$ cat config.mk
export PLATFORM = sky130hd
export DESIGN_NAME = m_store_buffer_flat
export DESIGN_NICKNAME = d
export VERILOG_FILES = /design/src/rtl/m_stbuf_pkg.sv /design/src/rtl/m_store_buffer_if.sv /design/src/rtl/m_stbuf_match.sv /design/src/rtl/m_store_buffer.sv /design/src/flat_wrapper.sv
export SDC_FILE = /design/constraint.sdc
export NUM_CORES = 1
export LEC_CHECK = 0
export ABC_AREA = 1
export ABC_CLOCK_PERIOD_IN_PS = 4940
export CORE_MARGIN = 1.5
export CORE_UTILIZATION = 30
export CTS_CLUSTER_SIZE = 24
export DETAILED_ROUTE_END_ITERATION = 8
export SETUP_SLACK_MARGIN = 0.15
export SLEW_MARGIN = 25
export SYNTH_ARGS = -nofsm -noshare
export SYNTH_HDL_FRONTEND = slang
export SYNTH_SLANG_ARGS = --single-unit
$ cat constraint.sdc
create_clock -name w_clk -period 4.94 [get_ports w_clk]
set_input_delay 1.235 -clock w_clk [delete_from_list [all_inputs] [get_ports w_clk]]
set_output_delay 1.235 -clock w_clk [all_outputs]
set_load 0.01 [all_outputs]
$ cat src/rtl/m_stbuf_pkg.sv
// Shared definitions for the posted-write store buffer: entry field widths
// and the full-word byte-enable constant. Entry layout is {valid, addr[AW-1:2], be, data}.
package m_stbuf_pkg;

  localparam int DATA_W = 32;
  localparam int BE_W   = 4;
  localparam int OFFS_W = 2;

  localparam logic [BE_W-1:0] BE_FULL = 4'hf;

  // Width of one packed entry for a given byte-address width
  function automatic int entry_w(input int aw);
    return 1 + (aw - OFFS_W) + BE_W + DATA_W;
  endfunction

endpackage

$ cat src/rtl/m_store_buffer_if.sv
// Processor/memory-side signal bundle of the store buffer. The buffer uses the
// slave modport; the processor and data-memory environment uses master.
interface m_store_buffer_if
  import m_stbuf_pkg::*;
#(
  parameter int AW = 32
);

  logic              w_st_valid;
  logic              w_st_ready;
  logic [AW-1:0]     w_st_addr;
  logic [DATA_W-1:0] w_st_data;
  logic [BE_W-1:0]   w_st_be;

  logic              w_ld_valid;
  logic [AW-1:0]     w_ld_addr;
  logic              w_ld_hit;
  logic [DATA_W-1:0] w_ld_data;
  logic              w_ld_stall;

  logic              w_mem_we;
  logic [AW-1:0]     w_mem_addr;
  logic [DATA_W-1:0] w_mem_wdata;
  logic [BE_W-1:0]   w_mem_be;
  logic              w_mem_ready;

  logic              w_empty;

  modport master (
    output w_st_valid, w_st_addr, w_st_data, w_st_be,
    output w_ld_valid, w_ld_addr,
    output w_mem_ready,
    input  w_st_ready, w_ld_hit, w_ld_data, w_ld_stall,
    input  w_mem_we, w_mem_addr, w_mem_wdata, w_mem_be,
    input  w_empty
  );

  modport slave (
    input  w_st_valid, w_st_addr, w_st_data, w_st_be,
    input  w_ld_valid, w_ld_addr,
    input  w_mem_ready,
    output w_st_ready, w_ld_hit, w_ld_data, w_ld_stall,
    output w_mem_we, w_mem_addr, w_mem_wdata, w_mem_be,
    output w_empty
  );

endinterface

$ cat src/rtl/m_stbuf_match.sv
// Youngest-match priority search over the live store entries (head .. head+count-1).
// A later (younger) matching entry overrides any older one.
module m_stbuf_match
  import m_stbuf_pkg::*;
#(
  parameter int DEPTH = 4,
  parameter int AW    = 32,
  localparam int PW   = $clog2(DEPTH),
  localparam int CW   = PW + 1,
  localparam int WAW  = AW - OFFS_W
) (
  input  logic [DEPTH-1:0] valid_i,
  input  logic [WAW-1:0]   waddr_i [DEPTH],
  input  logic [BE_W-1:0]  be_i    [DEPTH],
  input  logic [PW-1:0]    head_i,
  input  logic [CW-1:0]    count_i,
  input  logic [WAW-1:0]   key_i,
  output logic             match_o,
  output logic [PW-1:0]    idx_o,
  output logic             full_o
);

  logic [PW-1:0] pos_s;
  logic          hit_s;

  // Walk oldest to youngest so the last hit is the youngest matching entry
  always_comb begin
    match_o = 1'b0;
    idx_o   = '0;
    full_o  = 1'b0;
    pos_s   = '0;
    hit_s   = 1'b0;
    for (int k = 0; k < DEPTH; k++) begin
      pos_s   = head_i + PW'(k);
      hit_s   = (CW'(k) < count_i) && valid_i[pos_s] && (waddr_i[pos_s] == key_i);
      match_o = match_o | hit_s;
      idx_o   = hit_s ? pos_s : idx_o;
      full_o  = hit_s ? (be_i[pos_s] == BE_FULL) : full_o;
    end
  end

endmodule

$ cat src/rtl/m_store_buffer.sv
// Posted-write store buffer: FIFO of word stores drained one per cycle to data
// memory, with load lookup. Full-word forwarding is built only when STBUF_FWD_EN is defined.
module m_store_buffer
  import m_stbuf_pkg::*;
#(
  parameter int DEPTH = 4,
  parameter int AW    = 32
) (
  input  logic            w_clk,
  input  logic            w_rst_n,
  m_store_buffer_if.slave bus
);

  localparam int PW  = $clog2(DEPTH);
  localparam int CW  = PW + 1;
  localparam int WAW = AW - OFFS_W;

  logic [PW-1:0]     head_q, head_d;
  logic [PW-1:0]     tail_q, tail_d;
  logic [CW-1:0]     count_q, count_d;
  logic [DEPTH-1:0]  valid_q, valid_d;
  logic [WAW-1:0]    waddr_q [DEPTH];
  logic [WAW-1:0]    waddr_d [DEPTH];
  logic [BE_W-1:0]   be_q    [DEPTH];
  logic [BE_W-1:0]   be_d    [DEPTH];
  logic [DATA_W-1:0] data_q  [DEPTH];
  logic [DATA_W-1:0] data_d  [DEPTH];

  logic          st_ready_s;
  logic          mem_we_s;
  logic          push_s;
  logic          pop_s;
  logic          m_match_s;
  logic [PW-1:0] m_idx_s;
  logic          m_full_s;
  logic          unused_s;

  // Full only when every slot is occupied; a same-cycle pop does not open a slot
  assign st_ready_s = (count_q != CW'(DEPTH));
  assign mem_we_s   = (count_q != {CW{1'b0}});
  assign push_s     = bus.w_st_valid && st_ready_s;
  assign pop_s      = mem_we_s && bus.w_mem_ready;

  // Next-state for pointers, occupancy and entry storage
  always_comb begin
    head_d  = head_q;
    tail_d  = tail_q;
    count_d = count_q;
    valid_d = valid_q;
    waddr_d = waddr_q;
    be_d    = be_q;
    data_d  = data_q;

    if (push_s) begin
      waddr_d[tail_q] = bus.w_st_addr[AW-1:OFFS_W];
      be_d[tail_q]    = bus.w_st_be;
      data_d[tail_q]  = bus.w_st_data;
      valid_d[tail_q] = 1'b1;
      tail_d          = tail_q + PW'(1);
    end else begin
      tail_d = tail_q;
    end

    if (pop_s) begin
      valid_d[head_q] = 1'b0;
      head_d          = head_q + PW'(1);
    end else begin
      head_d = head_q;
    end

    case ({push_s, pop_s})
      2'b10:   count_d = count_q + CW'(1);
      2'b01:   count_d = count_q - CW'(1);
      default: count_d = count_q;
    endcase
  end

  // State registers; reset discards every pending entry
  always_ff @(posedge w_clk or negedge w_rst_n) begin
    if (!w_rst_n) begin
      head_q  <= '0;
      tail_q  <= '0;
      count_q <= '0;
      valid_q <= '0;
      for (int i = 0; i < DEPTH; i++) begin
        waddr_q[i] <= '0;
        be_q[i]    <= '0;
        data_q[i]  <= '0;
      end
    end else begin
      head_q  <= head_d;
      tail_q  <= tail_d;
      count_q <= count_d;
      valid_q <= valid_d;
      waddr_q <= waddr_d;
      be_q    <= be_d;
      data_q  <= data_d;
    end
  end

  assign bus.w_st_ready  = st_ready_s;
  assign bus.w_mem_we    = mem_we_s;
  assign bus.w_mem_addr  = {waddr_q[head_q], {OFFS_W{1'b0}}};
  assign bus.w_mem_wdata = data_q[head_q];
  assign bus.w_mem_be    = be_q[head_q];
  assign bus.w_empty     = (count_q == {CW{1'b0}});

  m_stbuf_match #(
    .DEPTH (DEPTH),
    .AW    (AW)
  ) u_match (
    .valid_i (valid_q),
    .waddr_i (waddr_q),
    .be_i    (be_q),
    .head_i  (head_q),
    .count_i (count_q),
    .key_i   (bus.w_ld_addr[AW-1:OFFS_W]),
    .match_o (m_match_s),
    .idx_o   (m_idx_s),
    .full_o  (m_full_s)
  );

`ifdef STBUF_FWD_EN
  // A partial youngest match cannot be merged with memory data, so it stalls
  assign bus.w_ld_hit   = bus.w_ld_valid && m_match_s && m_full_s;
  assign bus.w_ld_stall = bus.w_ld_valid && m_match_s && !m_full_s;
  assign bus.w_ld_data  = (bus.w_ld_valid && m_match_s && m_full_s) ? data_q[m_idx_s] : {DATA_W{1'b0}};
  assign unused_s       = ^{bus.w_st_addr[OFFS_W-1:0], bus.w_ld_addr[OFFS_W-1:0]};
`else
  assign bus.w_ld_hit   = 1'b0;
  assign bus.w_ld_stall = bus.w_ld_valid && m_match_s;
  assign bus.w_ld_data  = {DATA_W{1'b0}};
  assign unused_s       = ^{bus.w_st_addr[OFFS_W-1:0], bus.w_ld_addr[OFFS_W-1:0], m_idx_s, m_full_s};
`endif

endmodule

$ cat src/flat_wrapper.sv
// flat-port wrapper written by rule: the top's interface ports become plain ports
module m_store_buffer_flat import m_stbuf_pkg::*;
#(
  parameter int DEPTH = 4,
  parameter int AW    = 32
)
  (w_clk, w_rst_n, bus_w_st_valid, bus_w_st_addr, bus_w_st_data, bus_w_st_be, bus_w_ld_valid, bus_w_ld_addr, bus_w_mem_ready, bus_w_st_ready, bus_w_ld_hit, bus_w_ld_data, bus_w_ld_stall, bus_w_mem_we, bus_w_mem_addr, bus_w_mem_wdata, bus_w_mem_be, bus_w_empty);
  m_store_buffer_if #(.AW(AW)) bus_i ();
  input  logic w_clk;
  input  logic w_rst_n;
  input wire logic [$bits(bus_i.w_st_valid)-1:0] bus_w_st_valid;
  input wire logic [$bits(bus_i.w_st_addr)-1:0] bus_w_st_addr;
  input wire logic [$bits(bus_i.w_st_data)-1:0] bus_w_st_data;
  input wire logic [$bits(bus_i.w_st_be)-1:0] bus_w_st_be;
  input wire logic [$bits(bus_i.w_ld_valid)-1:0] bus_w_ld_valid;
  input wire logic [$bits(bus_i.w_ld_addr)-1:0] bus_w_ld_addr;
  input wire logic [$bits(bus_i.w_mem_ready)-1:0] bus_w_mem_ready;
  output wire logic [$bits(bus_i.w_st_ready)-1:0] bus_w_st_ready;
  output wire logic [$bits(bus_i.w_ld_hit)-1:0] bus_w_ld_hit;
  output wire logic [$bits(bus_i.w_ld_data)-1:0] bus_w_ld_data;
  output wire logic [$bits(bus_i.w_ld_stall)-1:0] bus_w_ld_stall;
  output wire logic [$bits(bus_i.w_mem_we)-1:0] bus_w_mem_we;
  output wire logic [$bits(bus_i.w_mem_addr)-1:0] bus_w_mem_addr;
  output wire logic [$bits(bus_i.w_mem_wdata)-1:0] bus_w_mem_wdata;
  output wire logic [$bits(bus_i.w_mem_be)-1:0] bus_w_mem_be;
  output wire logic [$bits(bus_i.w_empty)-1:0] bus_w_empty;
  assign bus_i.w_st_valid = bus_w_st_valid;
  assign bus_i.w_st_addr = bus_w_st_addr;
  assign bus_i.w_st_data = bus_w_st_data;
  assign bus_i.w_st_be = bus_w_st_be;
  assign bus_i.w_ld_valid = bus_w_ld_valid;
  assign bus_i.w_ld_addr = bus_w_ld_addr;
  assign bus_i.w_mem_ready = bus_w_mem_ready;
  assign bus_w_st_ready = bus_i.w_st_ready;
  assign bus_w_ld_hit = bus_i.w_ld_hit;
  assign bus_w_ld_data = bus_i.w_ld_data;
  assign bus_w_ld_stall = bus_i.w_ld_stall;
  assign bus_w_mem_we = bus_i.w_mem_we;
  assign bus_w_mem_addr = bus_i.w_mem_addr;
  assign bus_w_mem_wdata = bus_i.w_mem_wdata;
  assign bus_w_mem_be = bus_i.w_mem_be;
  assign bus_w_empty = bus_i.w_empty;
  m_store_buffer #(.DEPTH(DEPTH), .AW(AW)) u_core (.w_clk(w_clk), .w_rst_n(w_rst_n), .bus(bus_i));
endmodule
* Yosys cells after proc, flatten, opt, wreduce, memory -nomap -nowiden
Cells that the tools add are included.
Operators by class: add/sub/neg operators 6, magnitude comparators 17, equality and inequality tests 7, muxes and demuxes 42, reductions and logical operators 17, bitwise logic cells 11
Operators by type and width (count):
- $mux 30 | 9
- $bmux 30 s2 | 4
- $bwmux 128 | 1
- $bwmux 120 | 1
- $eq 30x30->1 | 4
- $mux 32 | 3
- $bmux 32 s2 | 1
- $demux 32 s2 | 1
- $demux 30 s2 | 1
- $mux 4 | 5
- $bwmux 16 | 1
- $ge 3x3->1 const B | 5
- $lt 2x3->1 const B | 5
- $not 2->3 | 5
- $logic_and 1x1->1 | 14
- $bmux 1 s2 | 4
- $bmux 4 s2 | 1
- $demux 4 s2 | 1
- $lt 1x3->1 const A | 2
- $lt 2x3->1 const A | 2
- $mux 1 | 6
- $pmux 3 s2 | 1
- $add 2x1->2 const B | 2
- $add 2x2->2 const B | 2
- other kinds (15) | 19
Word-level totals: logic and storage cells 116, output and inout port bits 105, input port bits 105, bits in registers 275

* Depth between registers and ports, before layout
word-level depth 11, mapped depth 23, depth with buffers taken out 16

* Cells and area by module
From an unflattened synthesis, not the netlist that was laid out.
Unflattened totals: cell total of the unflattened synthesis 2860, area total of the unflattened synthesis 18400.1 µm²
By module, submodules not included:
- m_store_buffer | instances 1, cells an instance 1399, sequential area each 6881.6 µm², area an instance 12403.1 µm²
- m_stbuf_match | instances 1, cells an instance 1461, sequential area each 0.0 µm², area an instance 5997.0 µm²

* Worst setup path before layout
Ideal clock, no wire load.
kind register to output, start point reg u_core.head_q[1], end point out bus_w_ld_stall, path slack 878 ps, path buffers 6, data required time 3705 ps, arrival time 2827 ps, cell stages (with the launch flop) 22, cell sequence dfrtp_1 -> buf_2 -> inv_2 -> buf_2 -> clkbuf_1 -> clkbuf_1 -> ha_1 -> buf_2 -> inv_2 -> buf_2 -> nand3_1 -> nand3_1 -> nand2_1 -> nor2_1 -> nand2_1 -> nor2_1 -> nand2_1 -> inv_1 -> nand2_1 -> nand2_1 -> nor2_1 -> nor2_1
On the way: word-level cells in the longest chain between the ends 11, elaborated cells between the ends (all ways) 43, classes of those cells add/sub: 3; eq/ne: 4; mux: 20; bitwise: 7; reduce/logical: 9
Ends and longest elaborated chain:
- start: declaration | RTL line m_store_buffer.sv:18 | logic [PW-1:0] head_q, head_d;
- start signal: assignment | RTL line m_store_buffer.sv:81 | head_q <= '0;
- start signal: assignment | RTL line m_store_buffer.sv:91 | head_q <= head_d;
- $add 2x1->2 | RTL line m_stbuf_match.sv:34 | pos_s = head_i + PW'(k);
- $not 2->3
- $bmux 30 s2 | RTL line m_stbuf_match.sv:35 | hit_s = (CW'(k) < count_i) && valid_i[pos_s] && (waddr_i[pos_s] == key_i);
- $mux 30 (not written as such) (2 in series) | RTL line m_stbuf_match.sv:35
- $eq 30x30->1 | RTL line m_stbuf_match.sv:35
- $logic_and 1x1->1 | RTL line m_stbuf_match.sv:35
- $or 1x1->1 (2 in series) | RTL line m_stbuf_match.sv:36 | match_o = match_o | hit_s;
- $or 1x1->1 (*) | RTL line m_stbuf_match.sv:36
- $logic_and 1x1->1 (*) | RTL line m_store_buffer.sv:131 | assign bus.w_ld_stall = bus.w_ld_valid && m_match_s;
- end: declaration | RTL line flat_wrapper.sv:21 | output wire logic [$bits(bus_i.w_ld_stall)-1:0] bus_w_ld_stall;
Every way passes the cells marked *; elsewhere a longest branch is shown, timed or not. The select of a mux whose other input is x is not followed.

* Final worst setup path
start point reg u_core.head_q[1], end point out bus_w_mem_wdata[21]
On the way: word-level cells in the longest chain between the ends 4
Ends and longest elaborated chain:
- $not 2->3 (not written as such) | RTL line m_store_buffer.sv:104 | assign bus.w_mem_wdata = data_q[head_q];
- $bmux 32 s2 | RTL line m_store_buffer.sv:104
- $mux 32 (not written as such) (2 in series) | RTL line m_store_buffer.sv:104
- end: declaration | RTL line flat_wrapper.sv:24 | output wire logic [$bits(bus_i.w_mem_wdata)-1:0] bus_w_mem_wdata;
Every way passes these cells. The select of a mux whose other input is x is not followed.

==> metrics.txt <==
outcome=completed; Hold/Removal Path Class=reg -> reg; drt via density=5.15; max_slew headroom=0.396; number of buffers and inverters on the critical path=4; most common cell after layout, fill and taps aside=sky130_fd_sc_hd__nand2_1; final layout net count=2610; number of buffers created by CTS=34; share of cells above drive strength 1=0.0346; Hold Slack=478 ps; Port Buf Inserts=170; number of violations of the max-capacitance limit=0; Post-Layout Inst Area=19700 µm²; Required @ worst endpoint=3700 ps; total wire length=56400 µm; number of register bits inferred by synthesis=275; kind of cell adding the most delay to the critical path=buffers and inverters; post-route total power=16.1 mW; Flop pwr share=0.249; Mapped Cells=2395; Placed Area=18400 µm²; RSZ-0062 raised after global routing=false; Filler Cell Count=5649; pin count of the biggest net entering global routing=134; number of DRC violations after detailed routing=0; crit path DAT=3150 ps; Setup Skew=16.7 ps; via count of the first global-routing pass=15434; highest attainable clock frequency=228 MHz; Die Outline Area=55700 µm²; Netlist Area Pre-Place=16300 µm²; register area share after synthesis=0.422; sum of net half-perimeters after detailed placement=35100 µm; shortest clock period the worst path allows after layout=4390 ps; final core utilization=0.368; ant diodes=0; die extent in y=236 µm; TritonRoute pass-1 iters=7; htree depth=2; total area of multi-input combinational cells=8150 µm²; final number of hold-violating endpoints=0; Clock Latency Late Sink=550 ps; Total GRT Usage=0.198; row count=85; top library cells by usage in the layout, fill and taps aside=sky130_fd_sc_hd__nand2_1, sky130_fd_sc_hd__nand3_1, sky130_fd_sc_hd__o21ai_0, sky130_fd_sc_hd__dfrtp_1, sky130_fd_sc_hd__clkdlybuf4s50_1; clk slew on worst S/H paths=60 ps; Post-Synthesis Mean Instance Area=6.80 µm²; wire length of the first global-routing pass=87000 µm; Post-DRT Antenna Nets=0; total number of vias=16528; non-filler cells in the finished layout=3208; switching power total=7.77 mW; antenna violations before repair=3; total overflow reported by the global router=0; maximum single-stage delay on the critical path=600 ps; width of the chip=236 µm; cells traversed along the worst timing path=clkinv_2 -> clkbuf_8 -> buf_4 -> o21ai_0 -> o22ai_1 -> clkdlybuf4s50_1; share of power burned in combinational logic=0.599; Setup WS pre-CTS=242 ps; pwr/cell area=814 nW/µm²; type of destination of the critical path=primary output; cell with the largest stage delay on the worst path=sky130_fd_sc_hd__clkdlybuf4s50_1; Pins Over Slew Limit=0; switching power as a share of total power=0.483; root buffer cell=sky130_fd_sc_hd__clkbuf_16; buffer levels on the longest clock path=3; critical path type=reg -> out; Max VDD drop=0.323 mV; internal power contribution=8.31 mW; Clock power frac=0.152; RD Place Congestion=0.934; number of library cell types mapped by synthesis=22; top-level port count=210; slew at the pin closest to its max-slew limit=906 ps; average wire length per cell after detail routing=17.6 µm; Core Box Area=53700 µm²; DRT iter0 DRCs=1588; synthesis warning total=0; FF/Latch Area=6890 µm²; Setup TNS Final=0 ps; worst path setup slack after routing=554 ps; Pleak=9.75 nW; Cell Count Post-Placement=3144; Clock Sink Count=275; TritonCTS clock tree=done; startpoint kind of the worst setup timing path=flop; top fanout value on the critical path=64; final number of setup-violating endpoints=0; portion of the clock cycle consumed by the worst path in the final layout=0.888; number of buffers inserted for hold repair after clock tree synthesis=0; Initial Util=0.303; Area growth, synth to finish=21.2%
==> layout make-up <==
cell class / instances / area share
inverters: 162 / 0.0314
well taps: 696 / 0.0441
clock buffers: 50 / 0.0502
repair buffers: 195 / 0.109
flip-flops and latches: 275 / 0.349
clock inverters: 6 / 0.00393
multi-input cells: 1824 / 0.413
==> Yosys cell counts (all sizes together) <==
cell type	instances	share of area
ha	13	0.010
o21ai	348	0.11
nor2	131	0.030
clkbuf	61	0.014
nand2	861	0.20
nand4	21	0.0081
inv	162	0.037
xnor2	2	0.0011
nand3	366	0.11
dfrtp	275	0.42
a21oi	1	0.00031
buf	107	0.039
a22o	1	0.00054
xor2	9	0.0048
o22ai	36	0.014
conb	1	0.00023
==> path summary, 6_finish.rpt <==
path / to / startpoint / depth (start not counted) / slack [ps]
min in group asynchronous: u_core.waddr_q[45]$_DFFE_PN0P_ / w_rst_n / 1 / 630
max: bus_w_mem_wdata[21] / u_core.head_q[1]$_DFFE_PN0P_ / 6 / 550
min reg2reg: u_core.data_q[77]$_DFFE_PN0P_ / u_core.data_q[77]$_DFFE_PN0P_ / 2 / 480
max in group asynchronous: u_core.data_q[122]$_DFFE_PN0P_ / w_rst_n / 2 / 3400
min: u_core.data_q[77]$_DFFE_PN0P_ / u_core.data_q[77]$_DFFE_PN0P_ / 2 / 480
max reg2reg: u_core.data_q[92]$_DFFE_PN0P_ / u_core.count_q[0]$_DFFE_PN0P_ / 7 / 2120
==> state kept, by name (all words and copies together) (netlist names) <==
signal / count
u_core.be_q: 16
u_core.count_q: 3
u_core.data_q: 128
u_core.head_q: 2
u_core.tail_q: 2
u_core.valid_q: 4
u_core.waddr_q: 120
==> power groups by stage <==
stage               Clock (mW)  Combinational (mW)  Sequential [mW]
global route              2.59                10.7             4.13
finish                    2.45                9.63             4.00
CTS                       2.51                9.52             3.98
floorplan                    0                6.00             3.80
detailed placement           0                9.09             4.00
global placement             0                8.93             3.97
==> worst register-to-register path: stages, from the launching register on <==
cell and delay, ps:
sky130_fd_sc_hd__dfrtp_1 420, sky130_fd_sc_hd__inv_1 110, sky130_fd_sc_hd__ha_1 230, sky130_fd_sc_hd__nand2_1 120
sky130_fd_sc_hd__nand2_1 140, sky130_fd_sc_hd__inv_1 510, sky130_fd_sc_hd__nand2_8 660, sky130_fd_sc_hd__o21ai_0 520
==> metal layers <==
metal / track usage / part of all wire
met2: 0.317 / 0.46
met1: 0.258 / 0.41
met3: 0.0460 / 0.096
met4: 0.0809 / 0.036
met5: 0 / 0.00032
==> what timing repair did <==
item	in CTS	in global routing
buffers inserted	2	0
gates cloned	4	1
resized for setup	12	6
setup endpoints to repair	1	1
==> kinds of logic (layout without fill, tap and decap cells) <==
group / count (synthesis) / count (layout) / synth area share
flops: 275 / 275 / 0.422
compound gates: 386 / 386 / 0.122
fa+ha+maj: 13 / 13 / 0.00998
simple gates: 1379 / 1379 / 0.349
other cells: 1 / 35 / 0.000230
xor+xnor: 11 / 11 / 0.00591
buf+inv: 330 / 413 / 0.0908
(Power assumes the default switching activity.)
